**config.mk**
```make
export PLATFORM = sky130hd
export DESIGN_NAME = pid_ctrl_param
export DESIGN_NICKNAME = d
export VERILOG_FILES = /design/src/rtl/pid_ctrl_param.sv
export SDC_FILE = /design/constraint.sdc
export NUM_CORES = 2
export LEC_CHECK = 0
export BUFFER_PORTS_ARGS = -buffer_cell sky130_fd_sc_hd__buf_4
export CORE_UTILIZATION = 56
export DETAILED_ROUTE_END_ITERATION = 7
export GPL_ROUTABILITY_DRIVEN = 0
export PLACE_DENSITY = 0.79
export SKIP_CTS_REPAIR_TIMING = 1
export SLEW_MARGIN = 10
export SYNTH_ARGS = -nofsm -noshare
export SYNTH_HDL_FRONTEND = slang
export SYNTH_SLANG_ARGS = --single-unit
```
**constraint.sdc**
```tcl
create_clock -name clk -period 10.6 [get_ports clk]
set_input_delay 0.53 -clock clk [delete_from_list [all_inputs] [get_ports clk]]
set_output_delay 0.53 -clock clk [all_outputs]
set_load 0.1 [all_outputs]
```
**src/rtl/pid_ctrl_param.sv**
```systemverilog
// pid_ctrl_param: three-stage pipelined PID controller with programmable
// fixed-point gains, output saturation, conditional-integration anti-windup
// and synchronous history clear.
//   stage 0: error e = sp - meas registered with its valid
//   stage 1: integrator / derivative history update, P/I/D products
//   stage 2: sum, floor shift by FRAC, clip to W bits, saturation flags
// Optional build macro PID_DFILT_EN adds a first-order IIR filter on the
// error difference feeding the derivative term.
module pid_ctrl_param #(
  parameter int W        = 16,
  parameter int GW       = 16,
  parameter int FRAC     = 8,
  parameter int IW       = 24,
  parameter int DF_SHIFT = 2
) (
  input  logic          clk,
  input  logic          reset,
  input  logic          clear,
  input  logic [W-1:0]  sp,
  input  logic [W-1:0]  meas,
  input  logic          in_valid,
  input  logic [GW-1:0] kp,
  input  logic [GW-1:0] ki,
  input  logic [GW-1:0] kd,
  output logic [W-1:0]  out,
  output logic          out_valid,
  output logic          sat_hi,
  output logic          sat_lo
);

  // Error, error difference and product/sum widths. Every product fits in SW
  // bits, and so does the three-term sum, so no intermediate can overflow.
  localparam int EW = W + 1;
  localparam int DW = W + 2;
  localparam int SW = IW + GW + 4;

  localparam logic signed [IW:0]   IMAX = {2'b00, {(IW-1){1'b1}}};
  localparam logic signed [IW:0]   IMIN = {2'b11, {(IW-1){1'b0}}};
  localparam logic signed [SW-1:0] OMAX = {{(SW-W+1){1'b0}}, {(W-1){1'b1}}};
  localparam logic signed [SW-1:0] OMIN = {{(SW-W+1){1'b1}}, {(W-1){1'b0}}};

  // Reject parameter sets the datapath widths were not sized for.
  if (IW <= W || DF_SHIFT < 0 || FRAC < 0) begin : g_param_check
    $error("pid_ctrl_param: requires IW > W, DF_SHIFT >= 0, FRAC >= 0");
  end

  // Stage 0 state
  logic signed [EW-1:0] e0_q, e0_d;
  logic                 v0_q, v0_d;

  // Stage 1 state
  logic signed [IW-1:0] integ_q, integ_d;
  logic signed [EW-1:0] eprev_q, eprev_d;
  logic signed [SW-1:0] p1_q, p1_d;
  logic signed [SW-1:0] i1_q, i1_d;
  logic signed [SW-1:0] d1_q, d1_d;
  logic                 v1_q, v1_d;

`ifdef PID_DFILT_EN
  logic signed [DW-1:0] df_q, df_d;
  logic signed [DW:0]   df_delta;
  logic signed [DW-1:0] df_nx;
`endif

  // Stage 2 state (drives the outputs directly)
  logic signed [W-1:0] out_q, out_d;
  logic                out_valid_q, out_valid_d;
  logic                sat_hi_q, sat_hi_d;
  logic                sat_lo_q, sat_lo_d;

  // Stage 1 intermediates
  logic signed [IW:0]   integ_sum;
  logic signed [IW-1:0] integ_clip;
  logic signed [IW-1:0] integ_nx;
  logic                 windup_hold;
  logic signed [DW-1:0] diff;
  logic signed [DW-1:0] dterm;
  logic signed [SW-1:0] kp_s, ki_s, kd_s;

  // Stage 2 intermediates
  logic signed [SW-1:0] sum;
  logic signed [SW-1:0] shifted;

  // Stage 0: capture the error of each valid sample; clear drops the sample.
  always_comb begin
    e0_d = e0_q;
    v0_d = in_valid;
    if (in_valid) begin
      e0_d = EW'($signed(sp)) - EW'($signed(meas));
    end
    if (clear) begin
      e0_d = '0;
      v0_d = 1'b0;
    end
  end

  // Stage 1: integrator with anti-windup, derivative history and products.
  always_comb begin
    kp_s = SW'(kp);
    ki_s = SW'(ki);
    kd_s = SW'(kd);

    integ_sum = (IW+1)'(integ_q) + (IW+1)'(e0_q);
    if (integ_sum > IMAX) begin
      integ_clip = IMAX[IW-1:0];
    end else if (integ_sum < IMIN) begin
      integ_clip = IMIN[IW-1:0];
    end else begin
      integ_clip = integ_sum[IW-1:0];
    end

    // Flags come from the last registered output, so the decision lags the
    // pipeline by design when samples arrive back to back.
    windup_hold = (sat_hi_q && (e0_q > 0)) || (sat_lo_q && (e0_q < 0));
    integ_nx    = windup_hold ? integ_q : integ_clip;

    diff = DW'(e0_q) - DW'(eprev_q);
`ifdef PID_DFILT_EN
    df_delta = (DW+1)'(diff) - (DW+1)'(df_q);
    df_nx    = df_q + DW'(df_delta >>> DF_SHIFT);
    dterm    = df_nx;
    df_d     = df_q;
`else
    dterm    = diff;
`endif

    integ_d = integ_q;
    eprev_d = eprev_q;
    p1_d    = p1_q;
    i1_d    = i1_q;
    d1_d    = d1_q;
    v1_d    = v0_q;

    if (v0_q) begin
      integ_d = integ_nx;
      eprev_d = e0_q;
      p1_d    = SW'(e0_q) * kp_s;
      i1_d    = SW'(integ_nx) * ki_s;
      d1_d    = SW'(dterm) * kd_s;
`ifdef PID_DFILT_EN
      df_d    = df_nx;
`endif
    end

    if (clear) begin
      integ_d = '0;
      eprev_d = '0;
      p1_d    = '0;
      i1_d    = '0;
      d1_d    = '0;
      v1_d    = 1'b0;
`ifdef PID_DFILT_EN
      df_d    = '0;
`endif
    end
  end

  // Stage 2: sum, floor-shift to integer scale, clip to W bits and flag.
  always_comb begin
    sum     = p1_q + i1_q + d1_q;
    shifted = sum >>> FRAC;

    out_d       = out_q;
    sat_hi_d    = sat_hi_q;
    sat_lo_d    = sat_lo_q;
    out_valid_d = v1_q;

    if (v1_q) begin
      if (shifted > OMAX) begin
        out_d    = OMAX[W-1:0];
        sat_hi_d = 1'b1;
        sat_lo_d = 1'b0;
      end else if (shifted < OMIN) begin
        out_d    = OMIN[W-1:0];
        sat_hi_d = 1'b0;
        sat_lo_d = 1'b1;
      end else begin
        out_d    = shifted[W-1:0];
        sat_hi_d = 1'b0;
        sat_lo_d = 1'b0;
      end
    end

    if (clear) begin
      out_d       = '0;
      sat_hi_d    = 1'b0;
      sat_lo_d    = 1'b0;
      out_valid_d = 1'b0;
    end
  end

  // Pipeline registers with asynchronous active-low reset.
  always_ff @(posedge clk or negedge reset) begin
    if (!reset) begin
      e0_q        <= '0;
      v0_q        <= 1'b0;
      integ_q     <= '0;
      eprev_q     <= '0;
      p1_q        <= '0;
      i1_q        <= '0;
      d1_q        <= '0;
      v1_q        <= 1'b0;
`ifdef PID_DFILT_EN
      df_q        <= '0;
`endif
      out_q       <= '0;
      out_valid_q <= 1'b0;
      sat_hi_q    <= 1'b0;
      sat_lo_q    <= 1'b0;
    end else begin
      e0_q        <= e0_d;
      v0_q        <= v0_d;
      integ_q     <= integ_d;
      eprev_q     <= eprev_d;
      p1_q        <= p1_d;
      i1_q        <= i1_d;
      d1_q        <= d1_d;
      v1_q        <= v1_d;
`ifdef PID_DFILT_EN
      df_q        <= df_d;
`endif
      out_q       <= out_d;
      out_valid_q <= out_valid_d;
      sat_hi_q    <= sat_hi_d;
      sat_lo_q    <= sat_lo_d;
    end
  end

  assign out       = out_q;
  assign out_valid = out_valid_q;
  assign sat_hi    = sat_hi_q;
  assign sat_lo    = sat_lo_q;

endmodule

```
# Yosys cells after proc, flatten, opt, wreduce, memory -nomap -nowiden
# Cells that the tools add are included.
[classes]
add_sub_neg = 5
n_mul = 3
div = 0
magnitude_cmp = 6
eq_ne = 0
n_shift = 0
n_mux = 29
bitwise_logic = 0
reduce_logical = 6
[op_table]
columns = ["op", "count"]
rows = [
  ["$mux W44", 6],
  ["$mux W24", 5],
  ["$add A44 B44 Y44", 2],
  ["$mux W17", 4],
  ["$mux W16", 4],
  ["$mul A24 B17 Y41", 1],
  ["$gt A36 B16 Y1 const B", 1],
  ["$lt A36 B16 Y1 const B", 1],
  ["$mul A18 B17 Y35", 1],
  ["$mul A17 B17 Y34", 1],
  ["$add A24 B17 Y25", 1],
  ["$gt A25 B24 Y1 const B", 1],
  ["$lt A25 B24 Y1 const B", 1],
  ["$sub A17 B17 Y18", 1],
  ["$gt A17 B1 Y1 const B", 1],
  ["$lt A17 B1 Y1 const B", 1],
  ["$sub A16 B16 Y17", 1],
  ["$mux W1", 10],
  ["$reduce_bool A2 Y1", 3],
  ["$logic_and A1 B1 Y1", 2],
  ["$logic_or A1 B1 Y1", 1],
]
[totals]
regBits = 211
latchBits = 0
ramBits = 0
romBits = 0
in_bits = 84
out_inout_bits = 19
wordCells = 61
n_memories = 0

# Longest topological paths before layout
[depth]
depth_word = 8
ltp_mapped = 41
mapped_depth_nobuf = 38

# Worst setup path before layout
# OpenSTA, ideal clock, no wires.
[synth_path]
kind = "reg-to-reg"
from = "register e0_q[1]"
to = "register i1_q[42]"
setup_ps = 133
arrival_time_ps = 9148
required_ps = 10467
slack_ps = 1319
stages_incl_launch_ff = 39
path_buffers = 5
period_less_slack_ps = 9281
cell_sequence = "dfrtp_1 -> clkbuf_1 -> clkbuf_1 -> inv_1 -> fa_1 -> nor2b_1 -> o31a_1 -> o41ai_2 -> a211oi_1 -> o21ai_1 -> a21oi_1 -> nor4_1 -> o21ai_1 -> clkbuf_1 -> buf_2 -> a21oi_1 -> a21oi_1 -> buf_2 -> [... 3 more ...] -> fa_1 -> inv_1 -> ha_1 -> fa_1 -> inv_1 -> fa_1 -> inv_1 -> ha_1 -> a2111oi_0 -> o21ai_0 -> a41oi_1 -> nor2_1 -> a211o_1 -> a41oi_1 -> a21oi_1 -> a311oi_1 -> xnor2_1 -> o21ai_0"
[synth_between]
elab_chain_len = 8
word_cells_on_any_way = 14
classes_between = "add/sub (1); mul (1); order compare (4); mux (5); reduce/logical (3)"
[synth_lines]
columns = ["element", "line_no", "text"]
rows = [
  ["start, declared", "48", "logic signed [EW-1:0] e0_q, e0_d;"],
  ["start signal, assigned", "195", "e0_q <= '0;"],
  ["start signal, assigned", "211", "e0_q <= e0_d;"],
  ["$add A24 B17 Y25", "103", "integ_sum = (IW+1)'(integ_q) + (IW+1)'(e0_q);"],
  ["$lt A25 B24 Y1", "106", "end else if (integ_sum < IMIN) begin"],
  ["$mux W24", "106", ""],
  ["$mux W24", "104", "if (integ_sum > IMAX) begin"],
  ["$mux W24 *", "115", "integ_nx = windup_hold ? integ_q : integ_clip;"],
  ["$mul A24 B17 Y41 *", "138", "i1_d = SW'(integ_nx) * ki_s;"],
  ["$mux W44 *", "134", "if (v0_q) begin"],
  ["$mux W44 *", "145", "if (clear) begin"],
  ["end signal, assigned", "216", "i1_q <= i1_d;"],
  ["end, declared", "55", "logic signed [SW-1:0] i1_q, i1_d;"],
]
# Every way passes the cells marked *; elsewhere a longest branch is shown, timed or not. The select of a mux whose other input is x is not followed.
# A chain may end at the register's enable or synchronous reset.

# Final worst setup path
[layout_path]
from = "register e0_q[0]"
to = "register d1_q[42]"
[layout_between]
elab_chain_len = 4
[layout_lines]
columns = ["element", "line_no", "text"]
rows = [
  ["$sub A17 B17 Y18", "117", "diff = DW'(e0_q) - DW'(eprev_q);"],
  ["$mul A18 B17 Y35", "139", "d1_d = SW'(dterm) * kd_s;"],
  ["$mux W44", "134", ""],
  ["$mux W44", "145", ""],
  ["end signal, assigned", "201", "d1_q <= '0;"],
  ["end signal, assigned", "217", "d1_q <= d1_d;"],
  ["end, declared", "56", "logic signed [SW-1:0] d1_q, d1_d;"],
]
# No other way between the ends. The select of a mux whose other input is x is not followed.

==> summary.txt <==
Timing
  – Final setup vio count: 0
  – Worst Max-Slew Pin Slew: 1200 ps
  – Final Max Slew Viols: 0
  – Tcrit/Tclk final: 0.956
  – Fmax: 98.7 MHz
  – Final setup TNS: 0 ps
  – Tmin final: 10130 ps
  – Slew HR: 0.197
  – RSZ-0062 raised after global routing: false
  – Worst setup slack after layout: approximately 470 ps
  – Final hold vios: 0
  – Worst clock skew: roughly 17 ps

Setup path
  – Critical path's top delay family: compound AO/OA/AOI/OAI gates
  – Slowest cell on crit path: fa_1
  – CP Capture Type: register
  – Setup slack, reg-to-reg: approximately 470 ps
  – CP bufs+invs: 5
  – Worst Path Max Fanout: 11
  – Worst path arrival time: around 10000 ps
  – Startpoint Class: register
  – Crit-path max cell delay: around 570 ps
  – CP Data Required Time: 10960 ps
  – Critical path type: reg2reg
  – CP most frequent cell: fa_1

Clock network
  – Num CTS Buffers: 17
  – Worst skew pair latency: roughly 500 ps
  – CTS tree: done
  – H-tree depth: 4
  – Max clock buf depth: 2
  – Clock-pin slew on the worst setup and hold paths: ~80 ps
  – CTS Sinks: between 150 and 200
  – Root Buffer: clkbuf_16

Drt
  – Per-cell routed wire length: roughly 19 um
  – DR vias: 38215
  – Routed Antenna Nets: 0
  – Final wirelength: 129 mm
  – Top sig layer: met4
  – Vias per cell: 5.73
  – Drt initial violations: ~3200
  – WL met1: about 50 mm
  – Met3 WL post-DR: around 10 mm
  – DR DRC count: 0
  – Met2 WL: 62.3 mm
  – Drt first pass iters: 6

Cells and area
  – Layout cells sized above 1: 0.0495
  – Util after Layout: 0.595
  – Area delta synth->final: 5.07%
  – Fin nets: 6955

GRT
  – Global-route wire length before repair: around 210 mm
  – Antenna violations before repair: 0
  – Vias in the first global route: ~40000
  – Total gr overflow: 0
  – Global-route usage over all layers: 0.301
  – Pin count of the biggest net entering global routing: 82

Synth
  – Primary FF master, synth: dfrtp_1
  – Register area share after synthesis: 0.0959
  – Share of the synthesized area in the top cell type: 0.403
  – Commonest cells in the synthesized netlist: inv_1, fa_1, nand2_1, and2_1, ha_1
  – Synth warn: 0
  – Async SR Flop Fraction: 1.00
  – Number of synthesized flops with an enable pin: 0
  – Synth cell types: 90
  – Netlist Area Pre-Place: approximately 0.049 sq mm
  – Syn avg cell area: between 8 and 9 sq um
  – Synth Register Bits: 189
  – Gate Count Post-Synth: ~5500
  – Count leader, synth: inv_1
  – Synth top area cells: fa_1, dfrtp_1, ha_1
  – Synth Net Count: roughly 7000
  – Synth area leader: fa_1

Die
  – Die width: 299 um
  – Initial core utilization: 0.567
  – FP Rows: about 110
  – Die Ht: roughly 300 um
  – Core Box Area: just under 0.09 sq mm
  – IO Pins: approximately 100
  – Die area: ~0.09 sq mm

Min path
  – Worst hold path class: in2reg

Job
  – Max-cap violations: 0

Status
  – Run status: finished clean

Placed design
  – Worst slack at placement: around 640 ps
  – IO Port Bufs: a little over 100
  – Hpwl dp: about 100 mm
[registers in the layout, indices dropped and copies added, names as in the netlist]
signal / flops
d1_q: 35
e0_q: 17
eprev_q: 17
i1_q: 41
integ_q: 24
out: 16
out_valid: 1
p1_q: 34
sat_hi: 1
sat_lo: 1
v0_q: 1
v1_q: 1
[path summary, 6_finish.rpt]
kind / from / cells past startpoint / endpoint
max in group asynchronous: reset / 4 / p1_q[7]$_DFFE_PN0P_
setup / recovery: e0_q[0]$_DFFE_PN0P_ / 36 / d1_q[42]$_DFFE_PN0P_
hold reg to reg: out[14]$_DFFE_PN0P_ / 1 / out[14]$_DFFE_PN0P_
min in group asynchronous: reset / 2 / integ_q[19]$_DFFE_PN0P_
setup reg to reg: e0_q[0]$_DFFE_PN0P_ / 36 / d1_q[42]$_DFFE_PN0P_
hold / removal: clear / 2 / d1_q[10]$_DFFE_PN0P_
[kinds of logic (layout without fill, tap and decap cells)]
| kind of cell | count (synthesis) | in the layout | share of synthesized area |
|---|---|---|---|
| compound gates | 652 | 652 | 0.0873 |
| xor+xnor | 169 | 169 | 0.0300 |
| fa+ha+maj | 1374 | 1374 | 0.499 |
| buf+inv | 1432 | 1402 | 0.110 |
| flops | 189 | 189 | 0.0959 |
| mux | 96 | 96 | 0.0196 |
| other cells | 0 | 1 | 0 |
| simple gates | 1635 | 1635 | 0.157 |
[cells in the final DEF, fill, tap and decap left out, types with 7 or more instances in the layout]
cell          n
inv_1      1195
fa_1        992
nand2_1     684
and2_1      378
ha_1        375
nor2_1      264
a21oi_1     191
dfrtp_1     188
buf_4       169
o21ai_0     120
xnor2_1     115
mux2i_1      92
a21o_1       90
nand3_1      68
nor3_1       57
xor2_1       50
a211oi_1     43
nor2b_1      36
nand2b_1     30
o21a_1       22
and3_1       22
o21bai_1     22
nand4_1      21
clkbuf_16    17
o21ai_1      16
or3_1        16
a31oi_1      12
nor4_1       10
o211ai_1     10
o31ai_1       9
or2_2         9
nor3b_1       9
a221o_1       9
a31o_2        7
maj3_1        7
a311oi_1      7
a2111oi_0     7
[routing by layer]
layer / global-route usage / vias up
met5: 0 / -
met4: 0.131 / 0
met3: 0.0388 / 347
met2: 0.501 / 1619
met1: 0.396 / 19365
li1: - / 16884
[through the flow]
step           instance area, sq um  hold WS (ps)  std cells
2_1_floorplan                 49300           234       5547
3_3_place_gp                  51200           500       6639
3_5_place_dp                  51200           500       6639
4_1_cts                       51800         -30.2       6671
5_1_grt                       51800           422       6672
6_report                      51800           417       6673
[final cells by class]
type	instances	area [sq um]
inverter	1197	4490
timing repair buffer	173	1330
fill	7325	35200
tap	1155	1450
clock inverter	14	171
multi-input combinational	3926	39200
clock buffer	18	429
antenna	1	2.50
sequential	189	4730
Power is left out: the tool's default activity adds up to more than one toggle a clock period on the data nets, which glitch-free logic cannot reach.
